[config.mk]
export PLATFORM = sky130hd
export DESIGN_NAME = hazard_ctrl
export DESIGN_NICKNAME = d
export VERILOG_FILES = /design/src/rtl/hazard_ctrl.sv
export SDC_FILE = /design/constraint.sdc
export NUM_CORES = 1
export LEC_CHECK = 0
export CORE_MARGIN = 1
export CORE_UTILIZATION = 33
export DETAILED_ROUTE_END_ITERATION = 10
export PLACE_DENSITY = 0.83
export SLEW_MARGIN = 20
export SYNTH_ARGS = -nofsm -noshare
export SYNTH_HDL_FRONTEND = slang
export SYNTH_SLANG_ARGS = --single-unit
[constraint.sdc]
create_clock -name clk -period 1.57 [get_ports clk]
set_input_delay 0.314 -clock clk [delete_from_list [all_inputs] [get_ports clk]]
set_output_delay 0.314 -clock clk [all_outputs]
set_load 0.1 [all_outputs]
[src/rtl/hazard_ctrl.sv]
// hazard_ctrl: ID/EX pipeline sequencer.
// Detects load-use hazards, taken-branch flushes and multi-cycle memory stalls.
// Drives the hold, bubble and flush controls and the EX operand forwarding selects.
// A memory access that never acknowledges is timed out into a sticky error state.
// Optional build macro HAZARD_PERF_CNT_EN adds a saturating stall-cycle counter
// on the stall_cycles output.
module hazard_ctrl #(
   parameter int REG_AW      = 5,
   parameter int MEM_TIMEOUT = 16
) (
   input  logic              clk,
   input  logic              rst_n,
   input  logic [REG_AW-1:0] id_rs1,
   input  logic [REG_AW-1:0] id_rs2,
   input  logic              id_use_rs1,
   input  logic              id_use_rs2,
   input  logic [REG_AW-1:0] ex_rs1,
   input  logic [REG_AW-1:0] ex_rs2,
   input  logic [REG_AW-1:0] ex_rd,
   input  logic              ex_R,
   input  logic              ex_WE,
   input  logic              branch_taken,
   input  logic [REG_AW-1:0] mem_rd,
   input  logic              mem_WE,
   input  logic              mem_req,
   input  logic              mem_ack,
   input  logic [REG_AW-1:0] wb_rd,
   input  logic              wb_WE,
   output logic              stall_if,
   output logic              flush_if,
   output logic              bubble_id,
   output logic              hold_ex,
   output logic [1:0]        fwd_a,
   output logic [1:0]        fwd_b,
   output logic              err
`ifdef HAZARD_PERF_CNT_EN
   ,
   output logic [31:0]       stall_cycles
`endif
);

   localparam logic [1:0] RUN      = 2'd0;
   localparam logic [1:0] MEM_WAIT = 2'd1;
   localparam logic [1:0] ERROR    = 2'd2;

   localparam int CW = $clog2(MEM_TIMEOUT) + 1;
   localparam logic [CW-1:0] LAST_WAIT = CW'(MEM_TIMEOUT - 1);

   logic [1:0]    state;
   logic [1:0]    next_state;
   logic [CW-1:0] wait_cnt;
   logic [CW-1:0] next_cnt;
   logic          set_err;
   logic          stall_c;
   logic          flush_c;
   logic          bubble_c;
   logic          hold_c;
   logic          load_use;

   // EX/MEM result has priority over MEM/WB; register 0 is never forwarded.
   function automatic logic [1:0] fwd_sel(input logic [REG_AW-1:0] rs);
      if (mem_WE && (mem_rd != '0) && (mem_rd == rs))
         return 2'b10;
      else if (wb_WE && (wb_rd != '0) && (wb_rd == rs))
         return 2'b01;
      else
         return 2'b00;
   endfunction

   assign load_use = ex_R && ex_WE && (ex_rd != '0) &&
                     ((id_use_rs1 && (id_rs1 == ex_rd)) ||
                      (id_use_rs2 && (id_rs2 == ex_rd)));

   // Next-state logic and Mealy hazard controls, prioritised memory > branch > load-use.
   always_comb begin
      next_state = state;
      next_cnt   = wait_cnt;
      set_err    = 1'b0;
      stall_c    = 1'b0;
      flush_c    = 1'b0;
      bubble_c   = 1'b0;
      hold_c     = 1'b0;
      case (state)
         RUN: begin
            if (mem_req && !mem_ack) begin
               stall_c    = 1'b1;
               hold_c     = 1'b1;
               next_state = MEM_WAIT;
               next_cnt   = CW'(1);
            end else if (branch_taken) begin
               flush_c  = 1'b1;
               bubble_c = 1'b1;
            end else if (load_use) begin
               stall_c  = 1'b1;
               bubble_c = 1'b1;
            end
         end
         MEM_WAIT: begin
            if (mem_ack) begin
               next_state = RUN;
               next_cnt   = '0;
            end else begin
               stall_c = 1'b1;
               hold_c  = 1'b1;
               if (wait_cnt == LAST_WAIT) begin
                  next_state = ERROR;
                  set_err    = 1'b1;
               end else begin
                  next_cnt = wait_cnt + CW'(1);
               end
            end
         end
         ERROR: begin
            stall_c = 1'b1;
            hold_c  = 1'b1;
         end
         default: begin
            next_state = RUN;
            next_cnt   = '0;
         end
      endcase
   end

   // State and wait counter; reset returns to RUN immediately, even mid-access.
   always_ff @(posedge clk or negedge rst_n) begin
      if (!rst_n) begin
         state    <= RUN;
         wait_cnt <= '0;
      end else begin
         state    <= next_state;
         wait_cnt <= next_cnt;
      end
   end

   // Sticky timeout flag, cleared only by reset.
   always_ff @(posedge clk or negedge rst_n) begin
      if (!rst_n)
         err <= 1'b0;
      else if (set_err)
         err <= 1'b1;
   end

   assign stall_if  = rst_n & stall_c;
   assign flush_if  = rst_n & flush_c;
   assign bubble_id = rst_n & bubble_c;
   assign hold_ex   = rst_n & hold_c;
   assign fwd_a     = rst_n ? fwd_sel(ex_rs1) : 2'b00;
   assign fwd_b     = rst_n ? fwd_sel(ex_rs2) : 2'b00;

`ifdef HAZARD_PERF_CNT_EN
   // Saturating count of clocks spent with the front end stalled.
   always_ff @(posedge clk or negedge rst_n) begin
      if (!rst_n)
         stall_cycles <= '0;
      else if (stall_if && (stall_cycles != 32'hFFFF_FFFF))
         stall_cycles <= stall_cycles + 32'd1;
   end
`endif

endmodule

; ---- After elaboration in Yosys (flattened, before gate mapping)
; Index checks and enable logic that the tools add are counted.
[classes]
addsub = 1
n_eq_ne = 12
n_mux = 30
n_bitwise = 5
n_reduce_logical = 20
[ops]
columns = op, count
row1 = $eq 5x5->1, 6
row2 = $mux 1, 16
row3 = $mux 5, 3
row4 = $pmux 5 s3, 1
row5 = $reduce_bool 5->1, 3
row6 = $mux 2, 7
row7 = $logic_and 1x1->1, 12
row8 = $ne 3x3->1 const B, 2
row9 = $pmux 1 s3, 2
row10 = $pmux 2 s3, 1
row11 = $reduce_and 3->1, 2
row12 = $add 5x1->5 const B, 1
row13 = $eq 5x4->1 const B, 1
row14 = $and 1x1->1, 4
row15 = $eq 2x1->1 const B, 1
row16 = $eq 2x2->1 const B, 1
row17 = $logic_not 2->1, 1
row18 = $ne 2x2->1 const B, 1
row19 = $logic_not 1->1, 1
row20 = $logic_or 1x1->1, 1
row21 = $not 1->1, 1
[word_totals]
register_bits = 8
out_inout_bits = 9
wordCells = 71

; ---- Longest topological paths before layout
[logic_depth]
depth_word = 9
mapped_depth = 7

; ---- Worst setup path before layout
; Ideal clock, no wire load.
[synth_timing]
kind = in2out
startpoint = input ex_rd[2]
endpoint = output stall_if
arrival_time_ns = 3.977
required_time_ns = 1.256
path_slack_ns = -2.721
stages = 4
n_path_buf = 0
cell_sequence = xor2_1 > nor4_1 > a32oi_1 > o41ai_1
[synth_via]
elab_chain_len = 9
word_cells_on_any_way = 13
classes_between = eq/ne (2) / mux (4) / bitwise (1) / reduce/logical (6)
[synth_lines]
columns = item, line
row1 = "start, declared", 19  ; input logic [REG_AW-1:0] ex_rd,
row2 = "$eq 5x5->1, on equally long branches", "71, 72"
row3 = "$logic_and 1x1->1, on equally long branches", "71, 72"
row4 = $logic_or 1x1->1, 71  ; ((id_use_rs1 && (id_rs1 == ex_rd)) ||
row5 = $logic_and 1x1->1 (*), 70  ; assign load_use = ex_R && ex_WE && (ex_rd != '0) &&
row6 = $mux 1 (*), 93  ; end else if (load_use) begin
row7 = $mux 1 (*), 90  ; end else if (branch_taken) begin
row8 = $mux 1 (*), 85  ; if (mem_req && !mem_ack) begin
row9 = $pmux 1 s3 (*), 83  ; case (state)
row10 = $and 1x1->1 (*), 143  ; assign stall_if = rst_n & stall_c;
row11 = "end, declared", 29  ; output logic stall_if,
; Mark *: on every way between the ends. The rest lies on a longest branch, timed or not.

; ---- Final worst setup path
[layout_timing]
startpoint = input wb_rd[2]
endpoint = output fwd_a[0]
[layout_via]
elab_chain_len = 6
word_cells_on_any_way = 7
classes_between = eq/ne (1) / mux (3) / reduce/logical (3)
[layout_lines]
columns = item, line
row1 = "start, declared", 27  ; input logic [REG_AW-1:0] wb_rd,
row2 = $reduce_bool 5->1, 64  ; else if (wb_WE && (wb_rd != '0) && (wb_rd == rs))
row3 = $logic_and 1x1->1, 64
row4 = $logic_and 1x1->1 (*), 64
row5 = $mux 1 (*), 64
row6 = $mux 2 (*), 62  ; if (mem_WE && (mem_rd != '0) && (mem_rd == rs))
row7 = $mux 2 (*), 147  ; assign fwd_a = rst_n ? fwd_sel(ex_rs1) : 2'b00;
row8 = "end, declared", 33  ; output logic [1:0] fwd_a,
; Marked as above.

==> flow_summary.json <==
{
  "die_area_sq_um": 2896,
  "final_cell_mix": "buf_4 (29), xor2_1 (21), buf_2 (11), buf_6 (11), buf_12 (9)",
  "gp_congestion": 0.8625,
  "utilization": 0.8093,
  "syn-num-nets": 151,
  "core_area_sq_um": 2500,
  "ys_seq_elements": 8,
  "rsz0062_at_grt": "yes",
  "tns_ns": -2.981,
  "maxCapViolCount": 0,
  "clk_pin_slew_ns": 0.06,
  "r2r_setup_slack_ns": 0.05,
  "synth.distinct_cells": 35,
  "outcome": "finished with violations",
  "grt_overflow": 0,
  "powerDensity_nw_per_um2": 443.0,
  "relSlewSlack": 0.7807,
  "crit_path_end_kind": "output pin",
  "min_period_over_period": 1.297,
  "drive_gt1_frac": 0.5596,
  "wl_per_cell_um": 17.00,
  "yosysWarnings": 0,
  "fmax_mhz": 491.0,
  "avgSynthCellArea_sq_um": 8.600,
  "crit_path_start_kind": "input pin",
  "grt_max_degree": 12,
  "arrival_ns": 1.72,
  "drt_wl_total_mm": 3.791,
  "worstMarginPinSlew_ns": 0.3265,
  "via_per_inst": 5.363,
  "ir_worst_vdd_mv": 0.6920,
  "place_hpwl_mm": 2.844,
  "rr_startpoint": "wait_cnt[0]$_DFFE_PN0P_",
  "root_buffer": "clkbuf_4",
  "clk_latency_ns": 0.27,
  "cts.sinks": 8,
  "reg2reg_depth": 6,
  "syn-cell-area_sq_um": 885.9,
  "dr_wl_met3_um": 373,
  "layout.cells.non_filler": 223,
  "antenna_found_initial": 0,
  "clockBufferDepth": 2,
  "wl_met1_mm": 1.249,
  "synth-edff-count": 0,
  "area_delta_synth_final_pct": 128.4,
  "power_mw": 0.8963,
  "drt_first_pass_iters": 4,
  "whs_ns": 0.02512,
  "place_area_sq_um": 1898,
  "power.leakage_nw": 0.9102,
  "seq_area_frac_synth": 0.2260,
  "initial_utilization": 0.3544,
  "dp.cells": 217,
  "route.met2.wl_mm": 2.009,
  "cts_tree": "yes",
  "cts_max_level": 1,
  "finalHoldViolCount": 0,
  "path_class": "input pin to output pin",
  "dieHeight_um": 53.81,
  "worst_slack_ns": -0.4667,
  "die_w_um": 53.81,
  "grt_util_all_layers": 0.2693,
  "grt_pass1_wl_mm": 5.285,
  "pre_cts_ws_ns": -0.8447,
  "violations": "setup timing",
  "final_common_cell": "buf_4",
  "topRoutingLayerUsed": "met4",
  "fin_area_sq_um": 2023,
  "drcViolationCount": 0,
  "finClkSkew_ns": 0.009444,
  "fillers": 157,
  "cts_made_buffers": 3,
  "syn-instance-count": 103,
  "cp.required_ns": 1.26,
  "r2r-end": "wait_cnt[3]$_DFFE_PN0P_",
  "antenna_cells": 0,
  "fin_nets": 243,
  "setup_violations": 8,
  "ys_async_sr_fraction": 1.000,
  "grt_pass1_vias": 1234,
  "row_count": 18,
  "ant_nets": 0,
  "fin_crit_ns": 2.037,
  "cp_max_fo": 3,
  "ys.flop_type": "dfrtp_1",
  "drt-initial-drc-count": 16,
  "slew_violations": 0,
  "port_buffers": 54,
  "worstHoldPathType": "input pin to async pin",
  "vias": 1196,
  "io_pins": 55
}
==> sequential cells by signal (all words and copies together), names as in the netlist <==
signal / count
err: 1
state: 2
wait_cnt: 5
==> Yosys cell counts, drive strengths merged, types with 3 or more instances <==
cell,instances,area [sq um]
or4,4,33.78
inv,3,11.26
xnor2,9,78.83
a21oi,5,25.02
and2,4,25.03
nor2,3,11.26
nand3,3,15.01
dfrtp,8,200.2
nor4,6,50.04
nand2,7,26.28
o21ai,4,23.77
xor2,23,201.4
==> critical path: stages <==
cell and delay (ns):
clkbuf_2 0.12, or4_1 0.12, o211ai_1 0.10, or4_4 0.51, nor4_4 0.34, buf_12 0.21
==> power breakdown <==
part	leakage (nW)	total, mW	internal, mW	switching (mW)
clock	0.0138	0.166	0.0880	0.0776
combinational	0.789	0.505	0.254	0.251
sequential	0.108	0.225	0.218	0.00791
total	0.910	0.896	0.560	0.337
==> layout make-up <==
cell class                 instances  area, sq um  share of cell area
tap                               30        37.54             0.01855
timing repair buffer              89        834.6              0.4125
sequential                         8        200.2             0.09895
clock buffer                       3        22.52             0.01113
multi-input combinational         90        914.6              0.4521
inverter                           3        13.76            0.006803
==> what timing repair did <==
item                       in CTS  in global routing
pin swaps                      26                 26
gates resized for setup        96                 45
hold buffers                    0                  0
setup endpoints to repair      11                 11
cloned                          0                  0
setup buffers                   1                  3
==> per-layer routing <==
metal / GRT usage / up-vias
met5: 0 / -
met4: 0.1360 / 0
met3: 0.1017 / 20
met2: 0.5206 / 80
met1: 0.2365 / 546
li1: - / 550
==> logic make-up after synthesis <==
logic type,after synthesis,synth area share
AO/OA/AOI/OAI,20,0.1526
XOR/XNOR,32,0.3164
adder cells (fa/ha/maj),2,0.02824
buffers and inverters,5,0.02119
flip-flops,8,0.2260
multiplexers,1,0.01130
AND/OR/NAND/NOR,35,0.2444
==> worst max-delay path by stage <==
stage | to | cells after the start | slack [ns] | from
after detailed placement | fwd_b[0] | 5 | -0.84 | wb_rd[2]
after global routing | bubble_id | 5 | -0.52 | state[0]$_DFFE_PN0P_
after floorplan | fwd_a[0] | 3 | -0.85 | wb_rd[3]
after CTS | fwd_a[0] | 7 | -0.61 | mem_rd[3]
final | fwd_a[0] | 6 | -0.47 | wb_rd[2]
after global placement | fwd_a[0] | 6 | -0.80 | wb_rd[2]
Power figures use the tool's default switching activity.
